`src/rtl/wb_trace_buffer.sv`:
```
// rtl/wb_trace_buffer.sv - write-back trace ring buffer with fill-stop / wrap-until-trigger capture and oldest-first drain
module wb_trace_buffer #(
  parameter int DATA_W = 32,
  parameter int REG_W  = 5,
  parameter int DEPTH  = 16,
  parameter int POST   = 4
) (
  input  logic                      ref_clk,
  input  logic                      reset,
  input  logic                      arm,
  input  logic                      mode,
  input  logic [DATA_W-1:0]         trig_pc,
  input  logic                      in_valid,
  input  logic [DATA_W-1:0]         in_pc,
  input  logic [REG_W-1:0]          in_reg,
  input  logic [DATA_W-1:0]         in_data,
  input  logic                      rd_ready,
  output logic                      rd_valid,
  output logic [DATA_W-1:0]         rd_pc,
  output logic [REG_W-1:0]          rd_reg,
  output logic [DATA_W-1:0]         rd_data,
  output logic [1:0]                state,
  output logic [$clog2(DEPTH):0]    count,
  output logic                      overflow,
  output logic                      triggered
);

  localparam int AW = $clog2(DEPTH);
  localparam int CW = AW + 1;

  typedef enum logic [1:0] {
    stIdle    = 2'd0,
    stCapture = 2'd1,
    stPost    = 2'd2,
    stDone    = 2'd3
  } stateT;

  stateT             curState, nextState;
  logic [AW-1:0]     wrPtr, wrPtrNext;
  logic [AW-1:0]     rdPtr, rdPtrNext;
  logic [CW-1:0]     countNext;
  logic              overflowNext, triggeredNext;
  logic [AW-1:0]     postCnt, postCntNext;
  logic              modeQ, modeNext;
  logic [DATA_W-1:0] trigPcQ, trigPcNext;
  logic              memWe;
  logic              accept, hit, full, rdValid, pop;

  logic [DATA_W-1:0] pcMem   [DEPTH];
  logic [REG_W-1:0]  regMem  [DEPTH];
  logic [DATA_W-1:0] dataMem [DEPTH];

  // Event qualification and drain handshake; register-0 writes never count as events
  always_comb begin
    accept  = in_valid && (in_reg != '0) && ((curState == stCapture) || (curState == stPost));
    hit     = (in_pc == trigPcQ);
    full    = (count == CW'(DEPTH));
    rdValid = (curState == stDone) && (count != '0);
    pop     = rdValid && rd_ready;
  end

  // Next-state and pointer/count update; arm overrides any same-cycle event or pop
  always_comb begin
    nextState     = curState;
    wrPtrNext     = wrPtr;
    rdPtrNext     = rdPtr;
    countNext     = count;
    overflowNext  = overflow;
    triggeredNext = triggered;
    postCntNext   = postCnt;
    modeNext      = modeQ;
    trigPcNext    = trigPcQ;
    memWe         = 1'b0;
    if (arm) begin
      nextState     = stCapture;
      wrPtrNext     = '0;
      rdPtrNext     = '0;
      countNext     = '0;
      overflowNext  = 1'b0;
      triggeredNext = 1'b0;
      postCntNext   = '0;
      modeNext      = mode;
      trigPcNext    = trig_pc;
    end else begin
      case (curState)
        stCapture: begin
          if (accept) begin
            memWe     = 1'b1;
            wrPtrNext = wrPtr + 1'b1;
            if (!modeQ) begin
              countNext = count + 1'b1;
              if (hit) begin
                triggeredNext = 1'b1;
                nextState     = stDone;
              end else if (count == CW'(DEPTH - 1)) begin
                nextState = stDone;
              end
            end else begin
              // A full ring drops its oldest entry by advancing the read side
              if (full) begin
                rdPtrNext    = rdPtr + 1'b1;
                overflowNext = 1'b1;
              end else begin
                countNext = count + 1'b1;
              end
              if (hit) begin
                triggeredNext = 1'b1;
                if (POST == 0) begin
                  nextState = stDone;
                end else begin
                  nextState   = stPost;
                  postCntNext = AW'(POST);
                end
              end
            end
          end
        end
        stPost: begin
          if (accept) begin
            memWe       = 1'b1;
            wrPtrNext   = wrPtr + 1'b1;
            postCntNext = postCnt - 1'b1;
            if (full) begin
              rdPtrNext    = rdPtr + 1'b1;
              overflowNext = 1'b1;
            end else begin
              countNext = count + 1'b1;
            end
            if (postCnt == AW'(1)) begin
              nextState = stDone;
            end
          end
        end
        stDone: begin
          if (pop) begin
            rdPtrNext = rdPtr + 1'b1;
            countNext = count - 1'b1;
          end
        end
        default: begin
        end
      endcase
    end
  end

  // Control state register with asynchronous clear
  always_ff @(posedge ref_clk or negedge reset) begin
    if (!reset) begin
      curState  <= stIdle;
      wrPtr     <= '0;
      rdPtr     <= '0;
      count     <= '0;
      overflow  <= 1'b0;
      triggered <= 1'b0;
      postCnt   <= '0;
      modeQ     <= 1'b0;
      trigPcQ   <= '0;
    end else begin
      curState  <= nextState;
      wrPtr     <= wrPtrNext;
      rdPtr     <= rdPtrNext;
      count     <= countNext;
      overflow  <= overflowNext;
      triggered <= triggeredNext;
      postCnt   <= postCntNext;
      modeQ     <= modeNext;
      trigPcQ   <= trigPcNext;
    end
  end

  // Trace storage; contents are don't-care after reset so it carries no clear
  always_ff @(posedge ref_clk) begin
    if (memWe) begin
      pcMem[wrPtr]   <= in_pc;
      regMem[wrPtr]  <= in_reg;
      dataMem[wrPtr] <= in_data;
    end
  end

  // Read port shows the oldest entry combinationally, zeroed when nothing is presented
  always_comb begin
    rd_valid = rdValid;
    rd_pc    = rdValid ? pcMem[rdPtr]   : '0;
    rd_reg   = rdValid ? regMem[rdPtr]  : '0;
    rd_data  = rdValid ? dataMem[rdPtr] : '0;
    state    = curState;
  end

endmodule

```
`config.mk`:
```
export PLATFORM = sky130hd
export DESIGN_NAME = wb_trace_buffer
export DESIGN_NICKNAME = d
export VERILOG_FILES = /design/src/rtl/wb_trace_buffer.sv
export SDC_FILE = /design/constraint.sdc
export NUM_CORES = 1
export LEC_CHECK = 0
export BUFFER_PORTS_ARGS = -buffer_cell sky130_fd_sc_hd__buf_2
export CORE_MARGIN = 5
export CORE_UTILIZATION = 66
export CTS_CLUSTER_SIZE = 24
export DETAILED_ROUTE_END_ITERATION = 7
export HOLD_SLACK_MARGIN = 0.15
export PLACE_DENSITY = 0.94
export SETUP_SLACK_MARGIN = 0.02
export SYNTH_ARGS = -nofsm -noshare
export SYNTH_HDL_FRONTEND = slang
export SYNTH_SLANG_ARGS = --single-unit
```
`constraint.sdc`:
```
create_clock -name ref_clk -period 12 [get_ports ref_clk]
set_input_delay 3 -clock ref_clk [delete_from_list [all_inputs] [get_ports ref_clk]]
set_output_delay 3 -clock ref_clk [all_outputs]
set_load 0.1 [all_outputs]
```
==> results of run 1 <==
## routing by layer
layer  part of all wire (%)  wire length (um)  GRT usage (%)
met4                    4.0              4812          11.52
met5                  0.023                28              0
met1                     34             40590          46.47
met2                     50             59860          53.44
met3                     12             14630          6.566
## per-stage QoR
step	std cells	setup slack [ns]	power, mW
floorplan	1903	2.510	4.725
global placement	2891	5.072	4.828
detailed placement	2891	4.918	4.854
CTS	3083	4.114	8.302
global route	3085	3.945	8.510
finish	3086	4.257	8.302
## worst max-delay path, cell delays in order (launching register included)
cell	delay (ns)
dfrtp_4	0.83
buf_4	0.63
buf_4	0.83
mux4_2	0.64
mux4_2	0.54
nor2b_1	0.18
buf_2	0.36
## logic make-up (layout without fill, tap and decap cells)
kind of cell	after synthesis	after routing	synth area share, %
buf+inv	108	415	1.176
mux	380	380	18.18
compound gates	38	38	0.5657
fa+ha+maj	13	13	0.3622
other cells	0	3	0
xor+xnor	38	38	0.7412
flops	1158	1158	76.84
simple gates	168	168	2.137
## cells in the final DEF (no fill, tap or decap), types with 3 or more instances in the layout
cell,count
nand3_1,5
nor2_1,23
and2_4,9
buf_4,23
clkbuf_16,109
nand2b_1,9
edfxtp_1,1104
buf_2,185
xor2_1,36
a21oi_1,9
nor2b_1,75
o21ai_0,8
dfrtp_1,50
clkinv_1,18
mux4_2,345
a31o_2,3
dfrtp_4,4
ha_1,13
nor3_2,3
bufinv_16,14
mux2_2,35
diode_2,3
nand2_1,8
nand4_1,5
inv_1,13
clkbuf_1,19
and3_4,3
nor4_1,11
clkinv_2,14
nor3_1,8
clkinvlp_4,12
## worst paths after layout
check | cells after the start | to | slack [ns] | from
hold reg to reg | 2 | triggered$_DFFE_PN0P_ | 0.53 | triggered$_DFFE_PN0P_
setup reg to reg | 9 | dataMem[10][11]$_DFFE_PP_ | 7.82 | state[0]$_DFFE_PN0P_
min in group asynchronous | 2 | trigPcQ[14]$_DFFE_PN0P_ | 2.45 | reset
setup / recovery | 6 | rd_pc[5] | 4.26 | rdPtr[0]$_DFFE_PN0P_
max in group asynchronous | 2 | rdPtr[3]$_DFFE_PN0P_ | 9.00 | reset
hold / removal | 2 | triggered$_DFFE_PN0P_ | 0.53 | triggered$_DFFE_PN0P_
## state kept, by name, indices dropped and copies added (netlist names)
| name | cells |
|---|---|
| regMem | 80 |
| overflow | 1 |
| wrPtr | 4 |
| postCnt | 4 |
| modeQ | 1 |
| rdPtr | 4 |
| pcMem | 512 |
| trigPcQ | 32 |
| dataMem | 512 |
| state | 2 |
| count | 5 |
| triggered | 1 |
## cell type report
class | count | area (sq um) | area share, %
Timing Repair Buffer | 210 | 1139 | 2.265
Antenna cell | 3 | 7.507 | 0.01493
Clock buffer | 129 | 2813 | 5.594
Inverter | 13 | 48.80 | 0.09705
Multi-Input combinational cell | 637 | 9942 | 19.77
Tap cell | 873 | 1092 | 2.173
Clock inverter | 63 | 718.2 | 1.428
Sequential cell | 1158 | 34520 | 68.65
## power breakdown
group	switching, mW	leakage [nW]	internal (mW)
logic	0.181	3.52	0.111
registers	0.0240	10.6	4.47
clock network	1.55	1.69	1.97
==> impl_metrics.yaml, run 1 <==
status:
  outcome: "completed"
global_routing:
  grt_max_degree: 143
  antenna_found_initial: 6
  overflow: 0
  grt_pass1_wl_um: 173000
  grt_pass1_vias: 23550
  grt_use_total_pct: 33.00
logic_synthesis:
  yosysMostFrequentCell: "edfxtp_1"
  ys_ff_latch: 1158
  synth_edf_count: 1104
  synth_top_area_share_pct: 73.83
  synthCells: 1903
  ys.warnings.count: 0
  seq_area_frac_synth_pct: 76.84
  yosysTopAreaCell: "edfxtp_1"
  yosys_most_used_dff: "edfxtp_1"
  syn_area_sq_mm: 0.04490
  synth.distinct_cells: 48
  synth_nets: 2023
  synth.area.top_cells: "edfxtp_1, mux4_2, dfrtp_1"
  synth_area_per_cell_sq_um: 23.60
  synth-async-reset-ratio_pct: 4.663
  synth_common_cells: "edfxtp_1, mux4_2, nor2b_1, dfrtp_1, clkbuf_1"
detailed_routing:
  drc: 0
  finalWirelength_um: 119900
  drt_iter0_drc: 3881
  drt_first_pass_iters: 6
  wl_per_cell_um: 38.86
  vias: 23010
  drtAntennaViolNets: 0
  viasPerCell: 7.456
die:
  die_h_um: 270.8
  initial_core_util_pct: 66.75
  io_pins: 186
  die-area_sq_mm: 0.07335
  die_w_um: 270.8
  core_sq_mm: 0.06728
  core.rowCount: 95
cells_and_area:
  area_delta_synth_final_pct: 11.97
  nNetsFinal: 2247
  fin_util_pct: 74.73
  finalInstanceArea_sq_mm: 0.05028
  final.fill_count: 3230
  layout-drive-gt1-share_pct: 34.89
timing:
  relSlewSlack_pct: 8.486
  finClkSkew_ns: 0.02649
  tightestPinTransition_ns: 1.373
  setup-tns-final_ns: 0
  period_share_pct: 64.53
  whs_ns: 0.5287
  rsz0062_at_grt: "false"
  hold_violations: 0
  drv_slew: 0
  fmax_ghz: 0.1291
  period_minus_slack_ns: 7.743
  setup_viol: 0
cts:
  cts_max_path_buffers: 3
  cts_setup_buffers: 0
  numCtsBuffers: 107
  htree_num_levels: 3
  hold_buffers: 0
  clk_pin_slew_worst_paths_ns: 0.07
  cts-root-buf: "clkbuf_16"
  cts_sinks: 1158
  cts_tree: "yes"
  clk_latency_ns: 0.69
  cts_resized: 0
critical_path:
  arrival_ns: 4.74
  end_kind: "output pin"
  start_kind: "flop"
  worstPathMaxFanout: 44
  critical_path_class: "reg2out"
  critPathRequiredTime_ns: 9.00
power:
  irDropWorstVdd_uv: 120.7
  power.density_mw_per_mm2: 165.1
  p_leak_nw: 15.82
placement:
  place_congestion: 0.8075
  placedInstanceArea_sq_mm: 0.04674
  hpwl_um: 57650
  port_buffers: 185
worst_hold_path:
  hold_class: "reg2reg"
run:
  drv_cap: 0
Power figures use the tool's default switching activity.
==> inputs of run 2 (changes only) <==
--- a/config.mk
+++ b/config.mk
@@ -5,13 +5,14 @@
 export SDC_FILE = /design/constraint.sdc
 export NUM_CORES = 1
 export LEC_CHECK = 0
+export ABC_AREA = 1
 export BUFFER_PORTS_ARGS = -buffer_cell sky130_fd_sc_hd__buf_2
 export CORE_MARGIN = 5
-export CORE_UTILIZATION = 66
+export CORE_UTILIZATION = 55
 export CTS_CLUSTER_SIZE = 24
 export DETAILED_ROUTE_END_ITERATION = 7
 export HOLD_SLACK_MARGIN = 0.15
-export PLACE_DENSITY = 0.94
+export PLACE_DENSITY = 0.85
 export SETUP_SLACK_MARGIN = 0.02
 export SYNTH_ARGS = -nofsm -noshare
 export SYNTH_HDL_FRONTEND = slang
==> constraint.sdc (replaced) <==
create_clock -name ref_clk -period 6.8 [get_ports ref_clk]
set_input_delay 1.7 -clock ref_clk [delete_from_list [all_inputs] [get_ports ref_clk]]
set_output_delay 1.7 -clock ref_clk [all_outputs]
set_load 0.1 [all_outputs]
==> impl_metrics.yaml, run 2 <==
critical_path:
  arrival_ns: 4.28
  end_kind: "output pin"
  crit-reg2reg-launch: "state[0]$_DFFE_PN0P_"
  cp_cell_sequence: "inv_6 > buf_4 > o21ai_0 > o221ai_1 > nand3_1 > a21oi_1 > buf_2"
  worstPathMaxFanout: 74
  start_kind: "flop"
  critical_path_class: "reg2out"
  crit_start: "rdPtr[1]$_DFFE_PN0P_"
  path_buf_inv: 3
  cp_slowest_stage_delay_ns: 0.76
  crit_slowest_cell: "dfrtp_4"
  crit_family: "buffers and inverters"
  critPathRequiredTime_ns: 5.10
logic_synthesis:
  yosys_most_used_dff: "edfxtp_1"
  syn_area_sq_mm: 0.04626
  yosysMostFrequentCell: "edfxtp_1"
  synth_nets: 3493
  synth_edf_count: 1104
  synth_area_per_cell_sq_um: 13.71
  synthCells: 3373
  synth.distinct_cells: 36
  ys.warnings.count: 0
  seq_area_frac_synth_pct: 74.59
  yosysTopAreaCell: "edfxtp_1"
  synth.area.top_cells: "edfxtp_1, o21ai_0, nor2_1"
  synth_top_area_share_pct: 71.67
  synth_common_cells: "edfxtp_1, o21ai_0, nor2_1, nand2_1, o221ai_1"
  synth-async-reset-ratio_pct: 4.663
  ys_ff_latch: 1158
detailed_routing:
  vias: 29980
  wl_per_cell_um: 25.35
  drt_first_pass_iters: 6
  drt_iter0_drc: 4271
  drtAntennaViolNets: 0
  viasPerCell: 6.451
  finalWirelength_um: 117800
  drc: 0
cts:
  htree_num_levels: 3
  cts_tree: "yes"
  numCtsBuffers: 109
  cts-root-buf: "clkbuf_16"
  hold_buffers: 0
  cts_sinks: 1158
  cts_max_path_buffers: 3
  clk_pin_slew_worst_paths_ns: 0.06
  cts_setup_buffers: 0
  cts_resized: 0
  clk_latency_ns: 0.68
timing:
  rsz0062_at_grt: "false"
  drv_slew: 0
  period_minus_slack_ns: 5.983
  fmax_ghz: 0.1671
  hold_violations: 0
  finClkSkew_ns: 0.02666
  setup_viol: 0
  period_share_pct: 87.99
  tightestPinTransition_ns: 1.276
  relSlewSlack_pct: 14.95
placement:
  dp_cells: 4439
  port_buffers: 185
  hpwl_um: 58100
  place_congestion: 0.7932
  placedInstanceArea_sq_mm: 0.04806
cells_and_area:
  finalInstanceArea_sq_mm: 0.05172
  final_common_cell: "edfxtp_1"
  top_regs: "dataMem (512), pcMem (512), regMem (80)"
  seq_area_sq_mm: 0.03452
  layout_common_cells: "edfxtp_1, o21ai_0, nor2_1"
  area_delta_synth_final_pct: 11.80
  stdcell_count: 4647
  fin_util_pct: 61.90
  nNetsFinal: 3590
  layout-drive-gt1-share_pct: 14.91
  multi_input_area_sq_mm: 0.01046
  final.fill_count: 5744
global_routing:
  grt_pass1_wl_um: 175600
  overflow: 0
  grt_use_total_pct: 25.37
  grt_max_degree: 263
  antenna_found_initial: 4
  grt_pass1_vias: 29770
die:
  io_pins: 186
  initial_core_util_pct: 55.36
  die-area_sq_mm: 0.09001
  die_w_um: 300.0
  die_h_um: 300.0
  core_sq_mm: 0.08356
  core.rowCount: 106
run:
  drv_cap: 0
worst_hold_path:
  hold_class: "reg2reg"
  min_from: "trigPcQ[26]$_DFFE_PN0P_"
power:
  p_leak_nw: 16.78
  power.density_mw_per_mm2: 396.9
  irDropWorstVdd_uv: 429.4
status:
  outcome: "completed"
==> run 2: metrics by stage <==
step | power (mW) | hold WS, ns | setup TNS [ns] | setup WS, ns
floorplan | 12.96 | 0.4625 | -162.89 | -0.5902
global placement | 14.14 | 0.4736 | 0 | 1.833
detailed placement | 14.37 | 0.4811 | 0 | 1.798
CTS | 20.51 | 0.4958 | 0 | 0.9080
global route | 21.36 | 0.5124 | 0 | 0.7517
finish | 20.53 | 0.4959 | 0 | 0.8168
==> run 2: worst register-to-register path: cells and delay by family, from the launching register on <==
family        cells  cell delay (ns)
simple gates      4             1.66
buf+inv           3             0.68
flops             1             0.47
fa+ha+maj         1             0.30
==> run 2: logic make-up after synthesis <==
group	Yosys count	share of synthesized area, %
flip-flops	1158	74.59
buffers and inverters	299	3.051
AO/OA/AOI/OAI	1011	13.89
XOR/XNOR	29	0.5491
adder cells (fa/ha/maj)	13	0.3516
AND/OR/NAND/NOR	863	7.576
==> run 2: cell type report <==
cell class / count / area share [%]
flip-flops and latches: 1158 / 66.74
repair buffers: 234 / 2.913
well taps: 1080 / 2.613
inverters: 51 / 0.4403
clock inverters: 71 / 1.524
clock buffers: 132 / 5.521
multi-input cells: 1916 / 20.22
diodes: 5 / 0.02419
==> run 2: worst paths after layout <==
kind                                      endpoint  slack, ns  cells past startpoint
setup / recovery                        rd_data[1]       0.82                      7
hold / removal             trigPcQ[26]$_DFFE_PN0P_       0.50                      2
setup reg to reg             pcMem[0][8]$_DFFE_PP_       3.32                      8
hold reg to reg            trigPcQ[26]$_DFFE_PN0P_       0.50                      2
min in group asynchronous  trigPcQ[27]$_DFFE_PN0P_       1.14                      2
max in group asynchronous     rdPtr[1]$_DFFE_PN0P_       5.09                      2
==> run 2: per-layer routing <==
metal  wire (um)  global-route usage, %  vias up
li1            -                      -    12960
met1       43300                  35.17    14570
met2       57170                  41.15     2138
met3       13350                  4.174      315
met4        3997                  9.534        0
met5           0                      0        -
==> run 2: power breakdown <==
group	switching (mW)	internal, mW	total (mW)
Sequential	0.198	8.00	8.20
Combinational	4.71	1.45	6.16
Clock	2.63	3.54	6.16
Total	7.54	13.0	20.5
